## config.mk

```make
export PLATFORM = sky130hd
export DESIGN_NAME = reg_pipeline_flat
export DESIGN_NICKNAME = d
export VERILOG_FILES = /design/src/rtl/reg_pipeline_if.sv /design/src/rtl/reg_pipeline.sv /design/src/flat_wrapper.sv
export SDC_FILE = /design/constraint.sdc
export NUM_CORES = 1
export LEC_CHECK = 0
export CORE_AREA = 2 2 39 41
export CTS_CLUSTER_DIAMETER = 100
export DETAILED_ROUTE_END_ITERATION = 8
export DIE_AREA = 0 0 41 43
export PLACE_DENSITY = 0.64
export SLEW_MARGIN = 5
export SYNTH_ARGS = -nofsm -noshare
export SYNTH_HDL_FRONTEND = slang
export SYNTH_SLANG_ARGS = --single-unit
```

## constraint.sdc

```tcl
create_clock -name clk -period 1.7 [get_ports clk]
set_input_delay 0.425 -clock clk [delete_from_list [all_inputs] [get_ports clk]]
set_output_delay 0.425 -clock clk [all_outputs]
set_load 0.005 [all_outputs]
```

## src/rtl/reg_pipeline_if.sv

```systemverilog
// +----------------------------------------------------------------------------+
// | reg_pipeline_if                                                            |
// | Producer/consumer bundle for reg_pipeline (occ only with                   |
// | REG_PIPELINE_OCC_EN).                                                      |
// | Revision: 1.0                                                              |
// +----------------------------------------------------------------------------+
`default_nettype none

interface reg_pipeline_if #(
  parameter int WIDTH = 4,
  parameter int DEPTH = 2
);
  localparam int OCC_W = $clog2(DEPTH + 1);

  logic [WIDTH-1:0] a;
  logic             a_vld;
  logic             en;
  logic             flush;
  logic [WIDTH-1:0] b;
  logic             b_vld;
  logic [WIDTH-1:0] c;
  logic             c_vld;
`ifdef REG_PIPELINE_OCC_EN
  logic [OCC_W-1:0] occ;
`endif

  modport master (
    output a, a_vld, en, flush,
`ifdef REG_PIPELINE_OCC_EN
    input  occ,
`endif
    input  b, b_vld, c, c_vld
  );

  modport slave (
    input  a, a_vld, en, flush,
`ifdef REG_PIPELINE_OCC_EN
    output occ,
`endif
    output b, b_vld, c, c_vld
  );
endinterface

`default_nettype wire

```

## src/rtl/reg_pipeline.sv

```systemverilog
// +----------------------------------------------------------------------------+
// | reg_pipeline                                                               |
// | WIDTH x DEPTH register delay line with per-stage valid, stall enable and   |
// | synchronous flush. Optional occupancy count: REG_PIPELINE_OCC_EN.          |
// | Revision: 1.0                                                              |
// +----------------------------------------------------------------------------+
`default_nettype none

module reg_pipeline #(
  parameter int WIDTH = 4,
  parameter int DEPTH = 2
) (
  input  wire logic   clk,
  input  wire logic   rst,
  reg_pipeline_if.slave bus
);

  logic [WIDTH-1:0] r_data [DEPTH];
  logic [DEPTH-1:0] r_vld;

  // Data follows en only; flush clears valids but never data.
  always_ff @(posedge clk or posedge rst) begin
    if (rst) begin
      for (int i = 0; i < DEPTH; i++) begin
        r_data[i] <= '0;
      end
      r_vld <= '0;
    end else begin
      if (bus.en) begin
        r_data[0] <= bus.a;
        for (int i = 1; i < DEPTH; i++) begin
          r_data[i] <= r_data[i-1];
        end
      end
      if (bus.flush) begin
        r_vld <= '0;
      end else if (bus.en) begin
        r_vld <= {r_vld[DEPTH-2:0], bus.a_vld};
      end
    end
  end

  assign bus.b     = r_data[0];
  assign bus.b_vld = r_vld[0];
  assign bus.c     = r_data[DEPTH-1];
  assign bus.c_vld = r_vld[DEPTH-1];

`ifdef REG_PIPELINE_OCC_EN
  localparam int             OCC_W = $clog2(DEPTH + 1);
  localparam logic [OCC_W-1:0] C_ONE = OCC_W'(1);

  logic [OCC_W-1:0] r_occ;

  // Word entering and word leaving cancel out, so only the unbalanced cases move the count.
  always_ff @(posedge clk or posedge rst) begin
    if (rst) begin
      r_occ <= '0;
    end else if (bus.flush) begin
      r_occ <= '0;
    end else if (bus.en && bus.a_vld && !r_vld[DEPTH-1]) begin
      r_occ <= r_occ + C_ONE;
    end else if (bus.en && !bus.a_vld && r_vld[DEPTH-1]) begin
      r_occ <= r_occ - C_ONE;
    end
  end

  assign bus.occ = r_occ;
`endif

endmodule

`default_nettype wire
```

## src/flat_wrapper.sv

```systemverilog
// flat-port wrapper written by rule: the top's interface ports become plain ports
module reg_pipeline_flat 
#(
  parameter int WIDTH = 4,
  parameter int DEPTH = 2
)
  (clk, rst, bus_a, bus_a_vld, bus_en, bus_flush, bus_b, bus_b_vld, bus_c, bus_c_vld);
  reg_pipeline_if #(.WIDTH(WIDTH), .DEPTH(DEPTH)) bus_i ();
  input  wire logic clk;
  input  wire logic rst;
  input wire logic [$bits(bus_i.a)-1:0] bus_a;
  input wire logic [$bits(bus_i.a_vld)-1:0] bus_a_vld;
  input wire logic [$bits(bus_i.en)-1:0] bus_en;
  input wire logic [$bits(bus_i.flush)-1:0] bus_flush;
  output wire logic [$bits(bus_i.b)-1:0] bus_b;
  output wire logic [$bits(bus_i.b_vld)-1:0] bus_b_vld;
  output wire logic [$bits(bus_i.c)-1:0] bus_c;
  output wire logic [$bits(bus_i.c_vld)-1:0] bus_c_vld;
  assign bus_i.a = bus_a;
  assign bus_i.a_vld = bus_a_vld;
  assign bus_i.en = bus_en;
  assign bus_i.flush = bus_flush;
  assign bus_b = bus_i.b;
  assign bus_b_vld = bus_i.b_vld;
  assign bus_c = bus_i.c;
  assign bus_c_vld = bus_i.c_vld;
  reg_pipeline #(.WIDTH(WIDTH), .DEPTH(DEPTH)) u_core (.clk(clk), .rst(rst), .bus(bus_i));
endmodule
```

Yosys cells after proc, flatten, opt, wreduce, memory -nomap -nowiden:

Cells that the tools add are included.
Widths: inputs -> output; s select.

* mux-type cells: 2
* reduce and logical (&&, ||, !) cells: 1

Operators by type and width (number)
* $mux 2: 2
* $reduce_bool 2->1: 1

* register bits after elaboration: 10
* input bits: 9
* output and inout port bits: 10

Longest topological paths before layout:

Gate-level depths: netlist (run 1).

* depth after elaboration: 2
* depth in mapped cells: 3
* mapped depth without buffers: 2

Worst setup path after synthesis (run 1):

OpenSTA, ideal clock, no wires.

* kind: input -> register
* from: in bus_en
* to: reg u_core.r_data, in the netlist u_core.bus.b[0]
* data arrival time: 860 ps
* required time: 1575 ps
* setup slack: 715 ps
* cell stages on the path: 2
* buffers on the path: 1
* cell sequence: buf_6 -> mux2_4

RTL lines
* start: declaration: RTL line flat_wrapper.sv:13 `input wire logic [$bits(bus_i.en)-1:0] bus_en;`
* end signal: indexed assignment: RTL line reg_pipeline.sv:32 `r_data[i] <= r_data[i-1];`
* end: declaration: RTL line reg_pipeline.sv:18 `logic [WIDTH-1:0] r_data [DEPTH];`

No word-level cell between the ends.

Worst setup path in the final report (run 1):

* from: reg u_core.r_data, in the netlist u_core.bus.b[1]
* to: out bus_b[1]

RTL lines
* end: declaration: RTL line flat_wrapper.sv:15 `output wire logic [$bits(bus_i.b)-1:0] bus_b;`

No word-level cell between the ends.

==> results of run 1 <==
[Yosys cell counts]
cell type	instances
sky130_fd_sc_hd__nor2_1	2
sky130_fd_sc_hd__buf_6	1
sky130_fd_sc_hd__dfrtp_1	10
sky130_fd_sc_hd__inv_1	1
sky130_fd_sc_hd__mux2_4	8
sky130_fd_sc_hd__mux2i_1	2
[area by class of cell]
class,count,area [um^2]
clock buffer,3,22.52
sequential,10,250.2
timing repair buffer,19,200.2
multi-input combinational,12,147.6
fill,134,739.5
tap,16,20.02
inverter,1,3.754
[kinds of logic (layout without fill, tap and decap cells)]
group	count (synthesis)	in the layout	share of synthesized area (%)
buffers and inverters	2	23	3.635
DFF	10	10	60.61
muxes	10	10	33.94
and+or+nand+nor	2	2	1.819
[per-stage QoR]
step	hold WS, ns	power, uW
2_1_floorplan	0.2652	337.9
3_3_place_gp	0.4964	416.0
3_5_place_dp	0.5008	420.2
4_1_cts	0.4455	579.2
5_1_grt	0.4685	600.2
6_report	0.4409	567.7
[sequential cells by signal, indices dropped and copies added (netlist names)]
register	flops
u_core.bus.c	4
u_core.r_vld	2
u_core.bus.b	4
[power by group through the flow]
stage / Combinational (uW) / Sequential (uW) / Clock (uW)
finish: 132 / 282 / 153
global route: 142 / 285 / 173
CTS: 135 / 282 / 162
detailed placement: 134 / 286 / 0
global placement: 132 / 284 / 0
floorplan: 52.1 / 286 / 0
[metal layers]
metal  global-route usage (%)  up-vias
met5                        0        -
met3                    3.141        0
met2                    16.56       13
li1                         -      122
met4                    8.000        0
met1                    14.19      127
[final timing paths]
path	startpoint	endpoint	depth (start not counted)	slack (ns)
worst max-delay path	u_core.bus.b[1]	bus_b[1]	1	0.13
worst min-delay path	rst	u_core.bus.b[1]	2	0.44
worst max register to register	u_core.bus.b[1]	u_core.bus.b[1]	1	0.91
worst min register to register	u_core.bus.c[0]	u_core.bus.c[0]	1	0.51
min in group clk	u_core.bus.c[0]	u_core.bus.c[0]	1	0.51
max in group asynchronous	rst	u_core.r_vld[0]	2	0.99
==> results_tabular.tex, run 1 <==
\begin{tabular}{lr}
\hline
Metric & Value \\
\hline
\multicolumn{2}{l}{\textbf{Route}} \\
\quad Number of design rule violations left after detail routing & 0 \\
\quad Average via count per standard cell & 4.295 \\
\quad Number of nets with antenna violations after detailed routing & 0 \\
\quad Detailed-route wire length per cell & 12.75 um \\
\quad Total via count after detailed routing & 262 \\
\quad Detailed route wirelength on metal2 & 380 um \\
\quad Uppermost signal routing layer after detailed routing & met3 \\
\quad Violation count after the first detailed-routing iteration & 1 \\
\quad Routed wire length & 778 um \\
\quad DRT Pass-1 Iters & 2 \\
\quad Length of routed met3 wiring & 53 um \\
\quad Total routed wire length on the met1 layer & 344 um \\
\multicolumn{2}{l}{\textbf{Floorplan}} \\
\quad Die width & 41 um \\
\quad CORE AREA & 0.001384 mm\^{}2 \\
\quad Die Y & 43 um \\
\quad Num rows & 14 \\
\quad Initial core utilization & 29.84\% \\
\quad Die ar. & 0.001763 mm\^{}2 \\
\quad Top-Level Pins & 19 \\
\multicolumn{2}{l}{\textbf{STA}} \\
\quad Total count of hold-check failures in the final report & 0 \\
\quad Final Max Tran Viols & 0 \\
\quad Highest Clock Rate & 636.6 MHz \\
\quad Setup clock skew after layout & 0.006028 ns \\
\quad Worst slew slack as a fraction of its limit & 75.66\% \\
\quad Setup repair after global routing missed its margin & false \\
\quad Final period util & 92.40\% \\
\quad Setup TNS & 0 ns \\
\quad Transition time at the pin with the least slew margin & 0.3646 ns \\
\quad Final Worst Setup Slack & 0.1293 ns \\
\quad Clock period minus worst slack & 1.571 ns \\
\quad Final count of negative-setup-slack endpoints & 0 \\
\multicolumn{2}{l}{\textbf{Power}} \\
\quad Clock group share of total power & 27.0\% \\
\quad Fraction of power consumed by sequential logic & 49.7\% \\
\quad Internal Dissipation & 444.7 uW \\
\quad VDD IR-drop max & 0.0004240 V \\
\quad Switching power & 123.0 uW \\
\quad Pwr/cell area & 881.0 mW/mm\^{}2 \\
\quad Static leakage & 0.0002995 uW \\
\quad Combinational share of power & 23.3\% \\
\quad Sw Ratio & 21.67\% \\
\multicolumn{2}{l}{\textbf{Critical path}} \\
\quad Max stage delay on crit path & 0.51 ns \\
\quad Cell-by-cell listing of the critical path & clkdlybuf4s50\_1 \\
\quad Max FO, Critical Path & 3 \\
\quad Critical Path Start Type & flip-flop \\
\quad CP max-delay cell & sky130\_fd\_sc\_hd\_\_clkdlybuf4s50\_1 \\
\quad CP arrival & 1.15 ns \\
\quad Crit path capture type & output port \\
\quad CP required & 1.27 ns \\
\quad CP Buf/Inv Count & 1 \\
\quad Top delay family on crit path & buffers and inverters \\
\quad Path type of the worst setup path & reg -> out \\
\multicolumn{2}{l}{\textbf{Yosys}} \\
\quad Cell area after synthesis & 412.9 um\^{}2 \\
\quad Total nets after synthesis & 33 \\
\quad Number of cells produced by synthesis & 24 \\
\quad YS warnings & 0 \\
\quad Post-synthesis sequential element count & 10 \\
\quad Share of the synthesized area in the top cell type & 60.61\% \\
\quad Avg Synthesized Cell Area & 17.20 um\^{}2 \\
\quad Leading post-synthesis cells by cell area & sky130\_fd\_sc\_hd\_\_dfrtp\_1, sky130\_fd\_sc\_hd\_\_mux2\_4, sky130\_fd\_sc\_hd\_\_mux2i\_1 \\
\quad Unique cell type count in the Yosys netlist & 6 \\
\quad Register area share after synthesis & 60.61\% \\
\quad Cell type with the highest aggregate area in the netlist & sky130\_fd\_sc\_hd\_\_dfrtp\_1 \\
\multicolumn{2}{l}{\textbf{Clock network}} \\
\quad Root Driver & sky130\_fd\_sc\_hd\_\_clkbuf\_4 \\
\quad CTS tree & done \\
\quad CTS Buf Count & 3 \\
\quad Post-CTS repair timing setup buffer count & 0 \\
\quad Clock Path Buffers & 2 \\
\quad CTS-repair resized insts & 0 \\
\quad Later-pin clock latency in the skew report & 0.26 ns \\
\quad H-tree lvl count & 1 \\
\quad Clock Sinks & 10 \\
\quad Number of hold buffers added after CTS & 0 \\
\quad Clock slew at reported path FFs & 0.06 ns \\
\multicolumn{2}{l}{\textbf{Finish}} \\
\quad Highest-count cells in the layout ignoring fill and taps & sky130\_fd\_sc\_hd\_\_clkdlybuf4s50\_1, sky130\_fd\_sc\_hd\_\_dfrtp\_1, sky130\_fd\_sc\_hd\_\_mux2\_4, sky130\_fd\_sc\_hd\_\_clkbuf\_4 \\
\quad Antenna diode count & 0 \\
\quad Final Net Count & 56 \\
\quad Post-Layout Cell Count & 61 \\
\quad Synth-to-Final Area Change & 56.06\% \\
\quad Final Util & 46.56\% \\
\quad Share of layout cells above drive strength 1 & 26.67\% \\
\quad Final instance area & 644.4 um\^{}2 \\
\quad Commonest non-fill, non-tap cell in the layout & sky130\_fd\_sc\_hd\_\_clkdlybuf4s50\_1 \\
\multicolumn{2}{l}{\textbf{Hold path}} \\
\quad Worst min-delay path category & in -> async \\
\multicolumn{2}{l}{\textbf{Global route}} \\
\quad Total global routing overflow & 0 \\
\quad Maximum number of pins on one net before global-route repair & 11 \\
\quad First-pass GRT wire length & 1.276 mm \\
\quad Number of antenna violations at the first check in global routing & 0 \\
\quad Number of global-route vias before repair & 312 \\
\quad Total Routing Usage GR & 11.52\% \\
\multicolumn{2}{l}{\textbf{Place}} \\
\quad Placed cell areas & 621.8 um\^{}2 \\
\quad Post-place setup slack & 0.1762 ns \\
\quad DP Cell Count & 58 \\
\quad Final HPWL DP & 594.4 um \\
\quad Final estimated routing congestion in global placement & 0.5740 \\
\quad Number of port buffers & 18 \\
\multicolumn{2}{l}{\textbf{Flow run}} \\
\quad Max cap viols & 0 \\
\multicolumn{2}{l}{\textbf{Status}} \\
\quad Result of the run & finished clean \\
\hline
\end{tabular}
Power figures use the tool's default switching activity.
==> run 2: changes to the inputs <==
==> constraint.sdc (replaced) <==
create_clock -name clk -period 1.7 [get_ports clk]
set_input_delay 0.425 -clock clk [delete_from_list [all_inputs] [get_ports clk]]
set_output_delay 0.425 -clock clk [all_outputs]
set_load 0.05 [all_outputs]
==> run 2 against run 1 <==
Effect of this change: die area stayed put; utilization grew 0.090 points; count of clock-buffer cells in the layout is 1 higher; worst setup slack gained 0.28 ns; global-route usage fell by 0.90 points; clock power grew 37%; clock skew fell by 0.0059 ns; sequential power about the same; critical endpoint unchanged; highest routed layer unchanged.
==> results_tabular.tex, run 2 (synthesis gave the netlist of run 1 again) <==
\begin{tabular}{lr}
\hline
Metric & Value \\
\hline
\multicolumn{2}{l}{\textbf{Status}} \\
\quad Result of the run & finished clean \\
\multicolumn{2}{l}{\textbf{STA}} \\
\quad Transition time at the pin with the least slew margin & 0.3755 ns (+0.01088 ns) \\
\quad Total count of hold-check failures in the final report & 0 (unchanged) \\
\quad Worst slew slack as a fraction of its limit & 74.94\% (-0.73 points) \\
\quad Highest Clock Rate & 777.0 MHz (+22\%) \\
\quad Fin Hold WS & 0.4407 ns (-0.0002080 ns) \\
\quad Setup clock skew after layout & 0.00009792 ns (-0.005930 ns) \\
\quad Final Max Tran Viols & 0 (unchanged) \\
\quad Final period util & 75.70\% (-17 points) \\
\quad Clock period minus worst slack & 1.287 ns (-0.2838 ns) \\
\quad Final count of negative-setup-slack endpoints & 0 (unchanged) \\
\quad Setup repair after global routing missed its margin & false \\
\quad Setup TNS & 0 ns (unchanged) \\
\multicolumn{2}{l}{\textbf{Critical path}} \\
\quad CP max-delay cell & sky130\_fd\_sc\_hd\_\_dfrtp\_1 \\
\quad Number of cell instances on the worst register-to-register path & 1 (unchanged) \\
\quad CP Buf/Inv Count & 1 (unchanged) \\
\quad Worst-case register-to-register setup slack & 0.89 ns (-0.02 ns) \\
\quad Cell-by-cell listing of the critical path & buf\_4 \\
\quad Path type of the worst setup path & reg -> out \\
\quad CP required & 1.27 ns (about the same) \\
\quad Critical Path Start Type & flip-flop \\
\quad CP arrival & 0.86 ns (-0.29 ns) \\
\quad Max stage delay on crit path & 0.40 ns (-0.11 ns) \\
\quad Reg2reg start & u\_core.bus.b[0] \\
\quad Top delay family on crit path & flip-flops \\
\quad Crit path capture type & output port \\
\quad Max FO, Critical Path & 3 (unchanged) \\
\quad FF-to-FF End & u\_core.bus.b[0] \\
\multicolumn{2}{l}{\textbf{Finish}} \\
\quad Share of layout cells above drive strength 1 & 50.00\% (+23 points) \\
\quad Final instance area & 645.6 um\^{}2 (+0.19\%) \\
\quad Synth-to-Final Area Change & 56.36\% \\
\quad Commonest non-fill, non-tap cell in the layout & sky130\_fd\_sc\_hd\_\_dfrtp\_1 \\
\quad Highest-count cells in the layout ignoring fill and taps & sky130\_fd\_sc\_hd\_\_dfrtp\_1, sky130\_fd\_sc\_hd\_\_buf\_4, sky130\_fd\_sc\_hd\_\_mux2\_4, sky130\_fd\_sc\_hd\_\_clkdlybuf4s50\_1, sky130\_fd\_sc\_hd\_\_clkbuf\_4 \\
\quad Layout fillers & 128 (-4.5\%) \\
\quad Total area of sequential cells & 250.2 um\^{}2 (unchanged) \\
\quad Final Net Count & 56 (unchanged) \\
\quad Total area of multi-input combinational cells & 147.6 um\^{}2 (unchanged) \\
\quad Antenna diode count & 0 (unchanged) \\
\multicolumn{2}{l}{\textbf{Clock network}} \\
\quad Clock Sinks & 10 (unchanged) \\
\quad Post-CTS repair timing setup buffer count & 0 (unchanged) \\
\quad Root Driver & sky130\_fd\_sc\_hd\_\_clkbuf\_4 \\
\quad CTS Buf Count & 3 (unchanged) \\
\quad Clock slew at reported path FFs & 0.06 ns (about the same) \\
\quad CTS-repair resized insts & 0 (unchanged) \\
\quad Clock Path Buffers & 2 (unchanged) \\
\quad Later-pin clock latency in the skew report & 0.26 ns (about the same) \\
\quad Number of hold buffers added after CTS & 0 (unchanged) \\
\quad H-tree lvl count & 1 (unchanged) \\
\quad CTS tree & done \\
\multicolumn{2}{l}{\textbf{Global route}} \\
\quad Total Routing Usage GR & 10.62\% (-0.90 points) \\
\quad Number of global-route vias before repair & 287 (-8.0\%) \\
\quad Total global routing overflow & 0 (unchanged) \\
\quad Maximum number of pins on one net before global-route repair & 11 (unchanged) \\
\quad First-pass GRT wire length & 1.214 mm (-4.9\%) \\
\quad Number of antenna violations at the first check in global routing & 0 (unchanged) \\
\multicolumn{2}{l}{\textbf{Place}} \\
\quad Number of port buffers & 18 (unchanged) \\
\quad Final estimated routing congestion in global placement & 0.5699 (-0.71\%) \\
\quad Placed cell areas & 609.3 um\^{}2 (-2.0\%) \\
\quad Final HPWL DP & 607.8 um (+2.3\%) \\
\multicolumn{2}{l}{\textbf{Floorplan}} \\
\quad Die Y & 43 um (unchanged) \\
\quad CORE AREA & 0.001384 mm\^{}2 (unchanged) \\
\quad Die width & 41 um (unchanged) \\
\quad Die ar. & 0.001763 mm\^{}2 (unchanged) \\
\quad Num rows & 14 (unchanged) \\
\quad Top-Level Pins & 19 (unchanged) \\
\quad Initial core utilization & 29.84\% (unchanged) \\
\multicolumn{2}{l}{\textbf{Route}} \\
\quad DRT Pass-1 Iters & 3 (+1) \\
\quad Violation count after the first detailed-routing iteration & 6 (+5) \\
\quad Number of nets with antenna violations after detailed routing & 0 (unchanged) \\
\quad Detailed-route wire length per cell & 12.23 um (-4.1\%) \\
\quad Number of design rule violations left after detail routing & 0 (unchanged) \\
\quad Total via count after detailed routing & 263 (+0.38\%) \\
\quad Routed wire length & 758 um (-2.6\%) \\
\quad Average via count per standard cell & 4.242 (-1.2\%) \\
\multicolumn{2}{l}{\textbf{Flow run}} \\
\quad Max cap viols & 0 (unchanged) \\
\multicolumn{2}{l}{\textbf{Power}} \\
\quad Pwr/cell area & 1104 mW/mm\^{}2 (+25\%) \\
\quad VDD IR-drop max & 0.0005011 V (+18\%) \\
\quad Static leakage & 0.0003223 uW (+7.6\%) \\
\multicolumn{2}{l}{\textbf{Hold path}} \\
\quad Worst min-delay path category & in -> async \\
\hline
\end{tabular}
[run 2: metrics by stage]
step	setup WS [ns]	power, uW	cells	util [%]
CTS	0.4020	722.6	62	46.65
global placement	0.1971	506.1	58	44.03
finish	0.4130	712.9	62	46.65
detailed placement	0.1664	510.6	58	44.03
global route	0.3762	745.8	62	46.65
floorplan	0.6604	428.1	24	-
[run 2: worst max path at each step]
stage / startpoint / end / slack [ns] / depth (start not counted)
after floorplan: u_core.bus.b[0] / bus_b[0] / 0.66 / 0
after global placement: bus_en / u_core.bus.c[2] / 0.20 / 3
after detailed placement: bus_en / u_core.bus.c[3] / 0.17 / 3
after CTS: u_core.r_vld[0] / bus_b_vld / 0.40 / 1
after global routing: u_core.bus.b[1] / bus_b[1] / 0.38 / 1
final: u_core.bus.b[1] / bus_b[1] / 0.41 / 1
[run 2: power breakdown]
part / internal (uW) / switching [uW]
combinational: 95.8 / 125
sequential: 264 / 19.0
clock: 130 / 78.8
[run 2: final cells by class]
type | instances | area share, %
multi-input cells | 12 | 22.87
inverters | 1 | 0.5814
flip-flops and latches | 10 | 38.76
repair buffers | 19 | 29.07
clock buffers | 4 | 5.620
well taps | 16 | 3.101
[run 2: routing by layer]
metal	track usage, %	routed length (um)	vias up
met1	12.93	301	121
li1	-	-	127
met5	0	0	-
met3	3.141	79	0
met4	6.000	0	0
met2	15.94	377	15
